--- config.mk ---
export PLATFORM = sky130hd
export DESIGN_NAME = multicycle_control
export DESIGN_NICKNAME = d
export VERILOG_FILES = /design/src/rtl/multicycle_control.sv
export SDC_FILE = /design/constraint.sdc
export NUM_CORES = 1
export LEC_CHECK = 0
export ABC_CLOCK_PERIOD_IN_PS = 1630
export CAP_MARGIN = 15
export CORE_MARGIN = 2
export CORE_UTILIZATION = 32
export DETAILED_ROUTE_END_ITERATION = 12
export PLACE_DENSITY = 0.74
export SYNTH_ARGS = -nofsm -noshare
export SYNTH_HDL_FRONTEND = slang
export SYNTH_SLANG_ARGS = --single-unit
--- constraint.sdc ---
create_clock -name clk -period 1.63 [get_ports clk]
set_input_delay 0.4075 -clock clk [delete_from_list [all_inputs] [get_ports clk]]
set_output_delay 0.4075 -clock clk [all_outputs]
set_load 0.05 [all_outputs]
--- src/rtl/multicycle_control.sv ---
// ============================================================================
// Module      : multicycle_control
// Description : Moore-style main controller for a multicycle MIPS subset
//               (lw, sw, R-type, beq, addi, j, optional bne).
//               Optional macro MC_BNE_EN adds the BNEEX state for bne.
// Revision    : 1.0 - initial release
// ============================================================================
`default_nettype none

module multicycle_control (
    input  logic       clk,
    input  logic       reset,
    input  logic [5:0] op,
    input  logic [5:0] funct,
    input  logic       zero,
    output logic [2:0] alu_control,
    output logic       alu_src_a,
    output logic [1:0] alu_src_b,
    output logic [1:0] pc_src,
    output logic       pc_en,
    output logic       iord,
    output logic       mem_write,
    output logic       ir_write,
    output logic       reg_dst,
    output logic       mem_to_reg,
    output logic       reg_write,
    output logic       instr_done,
    output logic [3:0] state_o
);

    typedef enum logic [3:0] {
        S_FETCH   = 4'd0,
        S_DECODE  = 4'd1,
        S_MEMADR  = 4'd2,
        S_MEMRD   = 4'd3,
        S_MEMWB   = 4'd4,
        S_MEMWR   = 4'd5,
        S_RTYPEEX = 4'd6,
        S_RTYPEWB = 4'd7,
        S_BEQEX   = 4'd8,
        S_ADDIEX  = 4'd9,
        S_ADDIWB  = 4'd10,
        S_JEX     = 4'd11
`ifdef MC_BNE_EN
        ,
        S_BNEEX   = 4'd12
`endif
    } state_t;

    localparam logic [5:0] C_OP_LW    = 6'b100011;
    localparam logic [5:0] C_OP_SW    = 6'b101011;
    localparam logic [5:0] C_OP_RTYPE = 6'b000000;
    localparam logic [5:0] C_OP_BEQ   = 6'b000100;
    localparam logic [5:0] C_OP_ADDI  = 6'b001000;
    localparam logic [5:0] C_OP_J     = 6'b000010;
`ifdef MC_BNE_EN
    localparam logic [5:0] C_OP_BNE   = 6'b000101;
`endif

    localparam logic [5:0] C_FN_ADD = 6'b100000;
    localparam logic [5:0] C_FN_SUB = 6'b100010;
    localparam logic [5:0] C_FN_AND = 6'b100100;
    localparam logic [5:0] C_FN_OR  = 6'b100101;
    localparam logic [5:0] C_FN_SLT = 6'b101010;

    localparam logic [2:0] C_ALU_ADD = 3'b010;
    localparam logic [2:0] C_ALU_SUB = 3'b110;
    localparam logic [2:0] C_ALU_AND = 3'b000;
    localparam logic [2:0] C_ALU_OR  = 3'b001;
    localparam logic [2:0] C_ALU_SLT = 3'b111;

    state_t     r_state;
    state_t     w_state;
    logic [2:0] w_funct_alu;
    logic       w_funct_legal;
    logic       w_pc_write;
    logic       w_branch;
    logic       w_branch_ne;

    always_ff @(posedge clk) begin
        if (reset) begin
            r_state <= S_FETCH;
        end else begin
            case (r_state)
                S_FETCH:   r_state <= S_DECODE;
                S_DECODE: begin
                    case (op)
                        C_OP_LW,
                        C_OP_SW:    r_state <= S_MEMADR;
                        C_OP_RTYPE: r_state <= S_RTYPEEX;
                        C_OP_BEQ:   r_state <= S_BEQEX;
                        C_OP_ADDI:  r_state <= S_ADDIEX;
                        C_OP_J:     r_state <= S_JEX;
`ifdef MC_BNE_EN
                        C_OP_BNE:   r_state <= S_BNEEX;
`endif
                        default:    r_state <= S_FETCH;
                    endcase
                end
                S_MEMADR:  r_state <= (op == C_OP_LW) ? S_MEMRD : S_MEMWR;
                S_MEMRD:   r_state <= S_MEMWB;
                S_RTYPEEX: r_state <= S_RTYPEWB;
                S_ADDIEX:  r_state <= S_ADDIWB;
                default:   r_state <= S_FETCH;
            endcase
        end
    end

    always_comb begin
        w_funct_alu   = C_ALU_ADD;
        w_funct_legal = 1'b1;
        case (funct)
            C_FN_ADD: w_funct_alu = C_ALU_ADD;
            C_FN_SUB: w_funct_alu = C_ALU_SUB;
            C_FN_AND: w_funct_alu = C_ALU_AND;
            C_FN_OR:  w_funct_alu = C_ALU_OR;
            C_FN_SLT: w_funct_alu = C_ALU_SLT;
            default:  w_funct_legal = 1'b0;
        endcase
    end

    // Reset forces the decode to FETCH so outputs are correct before the edge lands.
    assign w_state = reset ? S_FETCH : r_state;
    assign state_o = w_state;

    always_comb begin
        alu_control = C_ALU_ADD;
        alu_src_a   = 1'b0;
        alu_src_b   = 2'b00;
        pc_src      = 2'b00;
        iord        = 1'b0;
        mem_write   = 1'b0;
        ir_write    = 1'b0;
        reg_dst     = 1'b0;
        mem_to_reg  = 1'b0;
        reg_write   = 1'b0;
        instr_done  = 1'b0;
        w_pc_write  = 1'b0;
        w_branch    = 1'b0;
        w_branch_ne = 1'b0;
        case (w_state)
            S_FETCH: begin
                alu_src_b  = 2'b01;
                ir_write   = 1'b1;
                w_pc_write = 1'b1;
            end
            S_DECODE: begin
                alu_src_b = 2'b11;
            end
            S_MEMADR, S_ADDIEX: begin
                alu_src_a = 1'b1;
                alu_src_b = 2'b10;
            end
            S_MEMRD: begin
                iord = 1'b1;
            end
            S_MEMWB: begin
                mem_to_reg = 1'b1;
                reg_write  = 1'b1;
                instr_done = 1'b1;
            end
            S_MEMWR: begin
                iord       = 1'b1;
                mem_write  = 1'b1;
                instr_done = 1'b1;
            end
            S_RTYPEEX: begin
                alu_src_a   = 1'b1;
                alu_control = w_funct_alu;
            end
            S_RTYPEWB: begin
                reg_dst    = 1'b1;
                reg_write  = w_funct_legal;
                instr_done = 1'b1;
            end
            S_BEQEX: begin
                alu_src_a   = 1'b1;
                alu_control = C_ALU_SUB;
                pc_src      = 2'b01;
                w_branch    = 1'b1;
                instr_done  = 1'b1;
            end
`ifdef MC_BNE_EN
            S_BNEEX: begin
                alu_src_a   = 1'b1;
                alu_control = C_ALU_SUB;
                pc_src      = 2'b01;
                w_branch_ne = 1'b1;
                instr_done  = 1'b1;
            end
`endif
            S_ADDIWB: begin
                reg_write  = 1'b1;
                instr_done = 1'b1;
            end
            S_JEX: begin
                pc_src     = 2'b10;
                w_pc_write = 1'b1;
                instr_done = 1'b1;
            end
            default: begin
            end
        endcase
        pc_en = w_pc_write | (w_branch & zero) | (w_branch_ne & ~zero);
    end

endmodule

`default_nettype wire
==> summary.txt, run 1 <==
Synthesis
  • Post-Syn Nets: 91
  • Synth Area in XOR/XNOR: 0.0318
  • Mapped Cells: 76
  • Synth Area in Adders: 0
  • Most common cell in the netlist: nor2_1
  • Largest family of logic cells by synthesized area: simple AND/OR/NAND/NOR gates
  • EDFF count, synth: 0
  • Yosys top cell area share: 0.145
  • Yosys reg bits: 4
  • Cell Area, Synth: 551 sq um
  • Synth cell count leaders: 7 x nor2_1, 6 x nor3_1, 4 x and3_1, 4 x dfxtp_1, 4 x nand2b_1
  • Largest area contributor in the netlist: dfxtp_1
  • Cell variety after synth: 40
  • Synthesized area per cell: approximately 7.2 sq um
  • Yosys warns: 0
  • Post-synthesis mux area share: 0.0182
  • FFs w/ async S/R, synth: 0
  • Register area share after synthesis: 0.145
  • Ys flop type: dfxtp_1
  • Post-Synth Simple-Gate Area: 0.441
  • Post-synthesis compound-gate area fraction: 0.282
  • Largest cells by area after synthesis: dfxtp_1 15%, nor3_1 5.5%, a2111oi_2 5.5%

Clock network
  • Post-cts sizing count: 73
  • CTS buffer count: 3
  • Number of post-CTS setup repair buffers: 13
  • Hold_buf cts: 0
  • Clock Tree Buf Depth: 2
  • Total clock sinks: 4
  • H-tree depth: 1
  • Root Driver: clkbuf_4

Placement
  • Setup Slack @ Placement: -0.651 ns
  • Hpwl dp: around 2300 um
  • Port bufs: 34
  • GP Congestion: between 0.7 and 0.8
  • Post-Place Cells: approximately 160

Status
  • Tool error: [ERROR DPL-0038] Utilization greater than 100%, impossible to legalize
  • Status: did not finish
  • Last stage: clock tree synthesis

Floorplan
  • Num ports: 35
  • # rows: 14
  • Initial core utilization: 0.353
  • Die Ht: between 40 and 50 um
  • Die width: 45.5 um
==> metrics by stage <==
step           utilization  hold WS (ns)  instance area [sq um]
2_1_floorplan            -         0.547                    706
3_3_place_gp         0.936         0.671                   1460
3_5_place_dp         0.936         0.692                   1460
==> kinds of logic after synthesis <==
group           after synthesis
buf+inv                       9
compound gates               19
mux                           1
simple gates                 41
xor+xnor                      2
flops                         4
==> inputs of run 2 (changes only) <==
- ABC_CLOCK_PERIOD_IN_PS: 1630 -> 2120
- CORE_AREA: not set -> 2 2 63 65
- CORE_MARGIN: 2 -> not set
- CORE_UTILIZATION: 32 -> not set
- DIE_AREA: not set -> 0 0 65 67
- PLACE_DENSITY: 0.74 -> not set
- PLACE_DENSITY_LB_ADDON: not set -> 0.15
- clock period: 1.63 -> 2.12 ns (I/O delays scaled with it)
==> summary.txt, run 2 <==
Final layout
  • Area grow syn2layout: 179%
  • Final Net Count: approximately 160
  • Antenna Diode Count: 0
  • Commonest non-fill, non-tap cell in the layout: buf_4
  • Max FFs per register: 4
  • Most frequent cells in the layout: 34 x buf_4, 17 x buf_12, 7 x clkdlybuf4s50_1
  • Biggest register: r_state
  • Share of cells above drive strength 1: 0.639
  • Top flop regs: r_state: 4 flops
  • Finished Cell Area: between 1500 and 2000 sq um
  • Post-Layout Cell Count: 192

Power and ir drop
  • Peak supply drop: 184 uV
  • Final Power: a little over 0.4 mW
  • PD cells: 269 nW/um^2
  • Leak: 0.659 nW

Synthesis
  • Synthesized area per cell: 7.24 sq um (unchanged)
  • Largest family of logic cells by synthesized area: simple AND/OR/NAND/NOR gates
  • Post-synthesis mux area share: 0.0182 (unchanged)
  • Post-synthesis compound-gate area fraction: 0.282 (unchanged)
  • FFs w/ async S/R, synth: 0 (unchanged)
  • Largest area contributor in the netlist: dfxtp_1
  • Cell variety after synth: 40 (unchanged)
  • Most common cell in the netlist: nor2_1
  • Yosys warns: 0 (unchanged)
  • EDFF count, synth: 0 (unchanged)
  • Ys flop type: dfxtp_1
  • Yosys reg bits: 4 (unchanged)
  • Post-Syn Nets: 91 (unchanged)
  • Mapped Cells: 76 (unchanged)
  • Register area share after synthesis: 0.145 (unchanged)
  • Synth Area in Adders: 0 (unchanged)
  • Yosys top cell area share: 0.145 (unchanged)
  • Synth Area in XOR/XNOR: 0.0318 (unchanged)
  • Synth cell count leaders: 7 x nor2_1, 6 x nor3_1, 4 x and3_1, 4 x dfxtp_1, 4 x nand2b_1
  • Post-Synth Simple-Gate Area: 0.441 (unchanged)
  • Largest cells by area after synthesis: dfxtp_1 15%, nor3_1 5.5%, a2111oi_2 5.5%
  • Cell Area, Synth: 551 sq um (unchanged)

Setup path
  • CP cell instances: buf_2 -> nor2b_4 -> a21boi_2 -> nand4_1 -> a311oi_2 -> clkbuf_16
  • Crit Path Max Fanout: 3
  • R2R Path Start: r_state[2]
  • Slowest stage delay, CP: about 0.33 ns
  • Reg2Reg Depth: 7
  • RR Endpoint: r_state[2]
  • Setup slack, reg-to-reg: about 0.24 ns
  • Worst Path Class, Setup: input port to output port
  • Critical path's slowest cell: a311oi_2
  • CP arrival: ~1.6 ns
  • CP Capture Type: output port
  • Critical Path RT: 1.59 ns
  • Setup crit start kind: input port

Clock network
  • Root Driver: clkbuf_8
  • Total clock sinks: 4 (unchanged)
  • Clk slew on worst S/H paths: around 0.03 ns
  • H-tree depth: 1 (unchanged)
  • CTS tree: done
  • Clock latency on the worst-skew pair: between 0.2 and 0.25 ns
  • Clock Tree Buf Depth: 2 (unchanged)
  • CTS buffer count: 3 (unchanged)

Global routing
  • First-pass GRT wire length: ~4000 um
  • Largest net degree at the start of global routing: 9
  • Vias in the first global route: 926
  • Initial antenna violation count: 0
  • Total gr overflow: 0
  • GR Util All Layers: 0.117

STA
  • Final setup vio count: 2
  • Hold Violations, Final: 0
  • Worst slew pin tran: between 0.2 and 0.3 ns
  • Max-slew headroom: 0.809
  • Setup Skew: between 0.0002 and 0.0003 ns
  • Crit path time final: about 2.2 ns
  • Tcrit/Tclk final: 1.01
  • RSZ-0062 raised after global routing: yes
  • Setup slack after layout: -0.0309 ns
  • Max Freq: 465 MHz
  • Slew Limit Fails: 0

Floorplan
  • Die Ht: 67 um (+47%)
  • Num ports: 35 (unchanged)
  • Initial core utilization: 0.153 (-0.200)
  • Die width: 65 um (+43%)
  • Core Area: around 3600 sq um
  • Die Area: 4360 sq um
  • # rows: 22 (+8)

Placement
  • Post-Place Cells: 180 (+16%)
  • Placed instance area: 1340 sq um (-8.1%)
  • GP Congestion: 0.738 (-7.2%)
  • Port bufs: 34 (unchanged)
  • Hpwl dp: 1890 um (-16%)

Drt
  • Vias: between 800 and 900
  • DRC violations left: 0
  • Vias per cell: 4.46
  • Avg WL per Cell: 12.2 um
  • Routed Antenna Nets: 0
  • Drt first pass iters: 3
  • Routed WL: roughly 2300 um
  • Detailed Route Iter0 Violations: 18

Hold path
  • Hold endpoint: r_state[0]
  • Hold_sp: r_state[2]
  • Hold Crit Class: flop to flop
  • Hold Crit Depth: 3

Flow run
  • Max_cap viols: 0

Status
  • Violated checks: setup timing
  • Status: finished, violations left
[run 2: cell counts after synthesis]
Identical to the previous run, type by type.
[run 2: per-stage QoR]
step	hold slack (ns)	utilization	TNS, ns	setup WS (ns)
after global placement	0.590	0.372	-4.22	-0.525
after floorplan	0.547	-	-0.945	-0.330
final	0.645	0.425	-0.0428	-0.0309
after global routing	0.676	0.425	-0.177	-0.0807
after detailed placement	0.594	0.372	-4.33	-0.621
after CTS	0.633	0.415	-0.00393	-0.00393
[run 2: per-layer routing]
metal	share of wire	track usage	wire [um]
met3	0.047	0.0101	109
met5	0	0	0
met2	0.59	0.254	1380
met4	0.0060	0.0346	14
met1	0.36	0.113	834
[run 2: layout make-up]
cell class	count	area, sq um
well taps	48	60.1
multi-input cells	63	546
inverters	4	15.0
repair buffers	70	788
fillers	369	2070
clock buffers	3	41.3
flip-flops and latches	4	83.8
[run 2: how the worst max path moves through the flow]
| stage | start | slack, ns | to | depth (start not counted) |
|---|---|---|---|---|
| after floorplan | r_state[2] | -0.33 | pc_en | 5 |
| after global placement | funct[5] | -0.52 | reg_write | 6 |
| after detailed placement | funct[5] | -0.62 | reg_write | 6 |
| after CTS | r_state[3] | -0.004 | alu_control[1] | 5 |
| after global routing | r_state[3] | -0.08 | alu_control[1] | 5 |
| final | funct[4] | -0.03 | reg_write | 6 |
[run 2: kinds of logic after synthesis]
| family | after synthesis |
|---|---|
| buffers and inverters | 9 |
| AOI/OAI and AO/OA | 19 |
| xor gates and xnor gates | 2 |
| DFF | 4 |
| muxes | 1 |
| and+or+nand+nor | 41 |
[run 2: report_power, final]
| part | switching [mW] | internal [mW] | leakage, nW |
|---|---|---|---|
| Sequential | 0.00257 | 0.0782 | 0.0341 |
| Clock | 0.0348 | 0.121 | 0.0216 |
| Combinational | 0.0808 | 0.0951 | 0.603 |
[run 2: repair_timing]
item	in CTS	in global routing
endpoints found under the setup margin	19	7
setup buffers	7	2
gates resized for setup	40	6
pin swaps	7	4
hold buffers	0	0
[run 2: critical path: cells and delay by family]
family                 cells  cell delay (ns)
AO/OA/AOI/OAI              2             0.50
buffers and inverters      2             0.34
AND/OR/NAND/NOR            2             0.25
No activity file was read; power rests on OpenSTA's default activity.
